### src/rtl/phase_done_aggregator.sv
// phase_done_aggregator: start N units per phase, gather their done pulses, report phase completion and step count
// Ports: clk, reset (async, active low); phase1_ready/phase3_ready/double_buffer from the control unit;
//   unit_done per-unit done pulses; unit_start/unit_phase/unit_buffer to the units;
//   phase1_done/phase3_done/step back to the control unit; busy, sticky proto_err and timeout_err.
// Define PHASE_TIMEOUT_EN to add a TIMEOUT_CYCLES watchdog on the WAIT state.
module phase_done_aggregator #(
  parameter int N_UNITS = 4,
  parameter int STEP_W = 32,
  parameter int TIMEOUT_CYCLES = 65535
) (
  input  logic               clk,
  input  logic               reset,
  input  logic               phase1_ready,
  input  logic               phase3_ready,
  input  logic               double_buffer,
  input  logic [N_UNITS-1:0] unit_done,
  output logic [N_UNITS-1:0] unit_start,
  output logic               unit_phase,
  output logic               unit_buffer,
  output logic               phase1_done,
  output logic               phase3_done,
  output logic [STEP_W-1:0]  step,
  output logic               busy,
  output logic               proto_err,
  output logic               timeout_err
);
  localparam logic [1:0] IDLE = 2'd0, START = 2'd1, WAIT = 2'd2, DONE = 2'd3;
  logic [1:0] state;
  logic [N_UNITS-1:0] mask;
  logic [N_UNITS-1:0] mask_acc;
  logic ready;
  logic abort;
  logic expired;
  if (N_UNITS < 1 || N_UNITS > 64 || STEP_W < 1 || TIMEOUT_CYCLES < 1) begin : g_bad_cfg
    $error("phase_done_aggregator: parameter out of range");
  end
  // unit_phase doubles as the phase register: 0 = phase 1, 1 = phase 3
  assign ready = unit_phase ? phase3_ready : phase1_ready;
  assign mask_acc = mask | unit_done;
  assign abort = (state == START || state == WAIT) && !ready;
`ifdef PHASE_TIMEOUT_EN
  localparam int CNT_W = $clog2(TIMEOUT_CYCLES + 1);
  logic [CNT_W-1:0] wait_cnt;
  // fires in the TIMEOUT_CYCLES-th WAIT cycle unless that same cycle completes the mask
  assign expired = state == WAIT && !abort && !(&mask_acc) && wait_cnt == CNT_W'(TIMEOUT_CYCLES - 1);
  always_ff @(posedge clk or negedge reset)
    if (!reset) begin
      wait_cnt <= '0;
      timeout_err <= 1'b0;
    end else begin
      wait_cnt <= state == WAIT ? wait_cnt + 1'b1 : '0;
      timeout_err <= timeout_err | expired;
    end
`else
  assign expired = 1'b0;
  assign timeout_err = 1'b0;
`endif
  always_ff @(posedge clk or negedge reset)
    if (!reset) begin
      state <= IDLE;
      mask <= '0;
      unit_start <= '0;
      unit_phase <= 1'b0;
      unit_buffer <= 1'b0;
      phase1_done <= 1'b0;
      phase3_done <= 1'b0;
      step <= '0;
      busy <= 1'b0;
      proto_err <= 1'b0;
    end else begin
      unit_start <= '0;
      // a dropped request wins over a mask completing in the same cycle
      if (abort) begin
        state <= IDLE;
        mask <= '0;
        busy <= 1'b0;
        proto_err <= 1'b1;
      end else begin
        case (state)
          IDLE: begin
            if (phase1_ready || phase3_ready) begin
              state <= START;
              unit_start <= '1;
              unit_phase <= !phase1_ready;
              unit_buffer <= double_buffer;
              busy <= 1'b1;
            end
            if ((phase1_ready && phase3_ready) || |unit_done) proto_err <= 1'b1;
          end
          START: begin
            state <= WAIT;
            mask <= unit_done;
          end
          WAIT: begin
            mask <= mask_acc;
            if (&mask_acc || expired) begin
              state <= DONE;
              phase1_done <= !unit_phase;
              phase3_done <= unit_phase;
              if (unit_phase) step <= step + 1'b1;
            end
          end
          default: begin
            if (!ready) begin
              state <= IDLE;
              mask <= '0;
              busy <= 1'b0;
              phase1_done <= 1'b0;
              phase3_done <= 1'b0;
            end
            if (|unit_done) proto_err <= 1'b1;
          end
        endcase
      end
    end
endmodule

### config.mk
export PLATFORM = sky130hd
export DESIGN_NAME = phase_done_aggregator
export DESIGN_NICKNAME = d
export VERILOG_FILES = /design/src/rtl/phase_done_aggregator.sv
export SDC_FILE = /design/constraint.sdc
export NUM_CORES = 1
export LEC_CHECK = 0
export ABC_CLOCK_PERIOD_IN_PS = 3200
export CAP_MARGIN = 10
export CORE_AREA = 2 2 67 69
export DETAILED_ROUTE_END_ITERATION = 7
export DIE_AREA = 0 0 69 71
export PLACE_DENSITY_LB_ADDON = 0.3
export SETUP_SLACK_MARGIN = 0.4
export SLEW_MARGIN = 15
export SYNTH_ARGS = -nofsm -noshare
export SYNTH_HDL_FRONTEND = slang
export SYNTH_SLANG_ARGS = --single-unit
### constraint.sdc
create_clock -name clk -period 3.2 [get_ports clk]
set_input_delay 0.64 -clock clk [delete_from_list [all_inputs] [get_ports clk]]
set_output_delay 0.64 -clock clk [all_outputs]
set_load 0.005 [all_outputs]
==> flow_metrics.tcl <==
set metrics [dict create \
    place_inst 292 \
    grt_pass1_wl_um 7270 \
    drive_gt1_frac 0.0726 \
    syn_to_final_growth_pct 30.2 \
    die-width_um 69 \
    reg2reg_slack_ns 0.91 \
    n_antenna_cell 0 \
    yosysWarnings 0 \
    tritoncts "built" \
    nFillCells 334 \
    vias_per_cell 5.32 \
    start_kind "primary input" \
    dp_hpwl_um 3060 \
    regArea_um2 1130 \
    yosys-mux-area-fraction 0.0256 \
    nNetsFinal 260 \
    syn_inst 198 \
    antenna_found_initial 0 \
    final_cell_count_no_fill 300 \
    totalWireLength_um 4170 \
    cts_setup_buffers 0 \
    p_leak_nw 1.25 \
    drt_first_iter_violations 114 \
    synthAdderAreaFrac 0.0232 \
    drc 0 \
    hold_class "flop to flop" \
    netlist_area_um2 2150 \
    pin_count 52 \
    synthArstFlopShare 1.00 \
    grt_overflow_total 0 \
    synth_edf_count 0 \
    cts_resized 0 \
    tightestPinTransition_ns 0.972 \
    core_um2 4200 \
    p_per_area_nw_per_um2 616 \
    synth_top_area_frac 0.523 \
    path_max_fanout 9 \
    maxCapViolCount 0 \
    clock_skew_ns 0.00698 \
    fin_util 0.667 \
    rows 24 \
    synthSimpleGateAreaFrac 0.195 \
    wire_per_inst_um 13.9 \
    netlist.top_cell.by_area "dfrtp_1" \
    crit_start "phase3_ready" \
    cts.path.max_buffers 2 \
    ir_drop_uv 550 \
    grt_use_total 0.185 \
    rsz0062_at_grt "no" \
    first_pass_iters 4 \
    worst-setup-path-type "primary input to flop" \
    finalPower_mw 1.73 \
    multi_input_area_um2 956 \
    cts_root_buf "clkbuf_8" \
    r2r-end "step[21]" \
    avgSynthCellArea_um2 10.9 \
    synth.net_count 211 \
    synth-seq-cells 45 \
    max_freq_mhz 434 \
    die_h_um 71 \
    rr_worst_depth 7 \
    slew_violations 0 \
    synth_cell_types 38 \
    via_count 1595 \
    crit_arrival_ns 2.50 \
    die-area_um2 4900 \
    synth_xor_area_frac 0.126 \
    place.gp.congestion 0.852 \
    ant_nets 0 \
    ys_seq_area_frac 0.523 \
    grt_max_degree 46 \
    worstSkewPairLatency_ns 0.30 \
    reg2reg_from "state[0]" \
    synth_top_family_by_area "simple AND/OR/NAND/NOR gates" \
    clock-sinks 45 \
    port_buffers 50 \
    cts_made_buffers 5 \
    synth_compound_area_frac 0.0721 \
    synth_ff_type "dfrtp_1" \
    crit_path_end_kind "flop" \
    htreeDepth 2 \
    status "finished, final reports clean" \
    worst_ep_required_time_ns 3.39 \
    grt_pass1_vias 1533 \
    tns_ns 0 \
    fin_crit_sh 0.720 \
    slew_headroom 0.352 \
    ctsHoldBuffers 0 \
    endpoint "step[21]" \
    initial_core_util 0.512 \
    fin_crit_ns 2.30 \
    worst_hold_path.num_cells 1 \
    hold_viol 0 \
    cts.reportedPaths.clkPinSlew_ns 0.09 \
    synth_area_leaders "dfrtp_1 (52%), xnor2_1 (8.5%), xor2_1 (4.1%), nand2_1 (3.5%), nand3_1 (3.0%)" \
    setup_violations 0 \
]
==> worst min path at each step <==
| stage | slack, ns | startpoint | end |
|---|---|---|---|
| floorplan | 0.34 | reset | busy |
| CTS | 0.47 | proto_err | proto_err |
| detailed placement | 0.45 | proto_err | proto_err |
| global route | 0.49 | proto_err | proto_err |
| finish | 0.47 | proto_err | proto_err |
| global placement | 0.44 | proto_err | proto_err |
==> critical path: stages <==
cell	delay, ns
clkdlybuf4s50_1	0.55
nand2b_1	0.20
nand3_1	0.17
nor4_4	0.57
nand4_1	0.20
xnor2_1	0.15
==> where the power goes <==
part	internal, mW	switching (mW)
registers	0.647	0.0677
clock network	0.310	0.193
logic	0.252	0.257
total	1.21	0.518
==> kinds of logic (layout without fill, tap and decap cells) <==
logic type               count (synthesis)  in the layout
adder cells (fa/ha/maj)                  4              4
buffers and inverters                   15             65
flip-flops                              45             45
other                                    1              1
AND/OR/NAND/NOR                         76             76
multiplexers                             5              5
AO/OA/AOI/OAI                           21             21
XOR/XNOR                                31             31
==> routing by layer <==
metal  up-vias  track usage  wire [um]
met2        44        0.283       1950
met4         0       0.0523         53
met1       764        0.266       1960
met5         -            0          0
li1        781            -          -
met3         6       0.0442        208
==> cell usage after synthesis, types with 4 or more instances <==
master / count
a21oi_1: 4
a22o_1: 4
inv_1: 7
nor3_1: 6
clkbuf_1: 4
nand4_1: 6
nand3_1: 13
xnor2_1: 21
xor2_1: 10
and3_1: 4
or3_1: 4
dfrtp_1: 45
ha_1: 4
nor2_1: 11
nand2_1: 20
mux2_2: 4
buf_4: 4
==> layout make-up <==
cell class / instances / share of cell area
multi-input cells: 138 / 0.341
clock buffers: 5 / 0.0246
clock inverters: 3 / 0.0232
well taps: 52 / 0.0232
repair buffers: 50 / 0.177
flip-flops and latches: 45 / 0.402
inverters: 7 / 0.00937
==> state kept, by name, summed over array words and instances, names as in the netlist <==
register	cells
phase1_done	1
unit_buffer	1
proto_err	1
unit_start	1
unit_phase	1
phase3_done	1
mask	4
state	2
busy	1
step	32
==> cells in the final DEF, fill, tap and decap left out, types with 2 or more instances in the layout <==
cell type | Yosys | final
ha_1 | 4 | 4
bufinv_16 | 0 | 2
mux2_2 | 4 | 4
nor4_4 | 2 | 2
a22o_1 | 4 | 4
nor2_1 | 11 | 11
xnor2_1 | 21 | 21
inv_1 | 7 | 7
xor2_1 | 10 | 10
nand3_1 | 13 | 13
and4_1 | 2 | 2
o21ai_0 | 3 | 3
nand4_1 | 6 | 6
and3_1 | 4 | 4
dfrtp_1 | 45 | 45
nor3_1 | 6 | 6
and2_1 | 2 | 2
nand2_1 | 20 | 20
nor4_1 | 2 | 2
a21oi_1 | 4 | 4
clkdlybuf4s50_1 | 0 | 49
or3_1 | 4 | 4
clkbuf_8 | 0 | 5
==> metrics by stage <==
step           instance area [um^2]  hold WS, ns  worst slack [ns]
2_1_floorplan                  2150        0.344              1.04
6_report                       2800        0.465             0.896
4_1_cts                        2800        0.471             0.879
3_3_place_gp                   2670        0.442             0.639
5_1_grt                        2800        0.490             0.666
3_5_place_dp                   2670        0.452             0.561
Note: power is estimated with default switching activity, not from simulation.
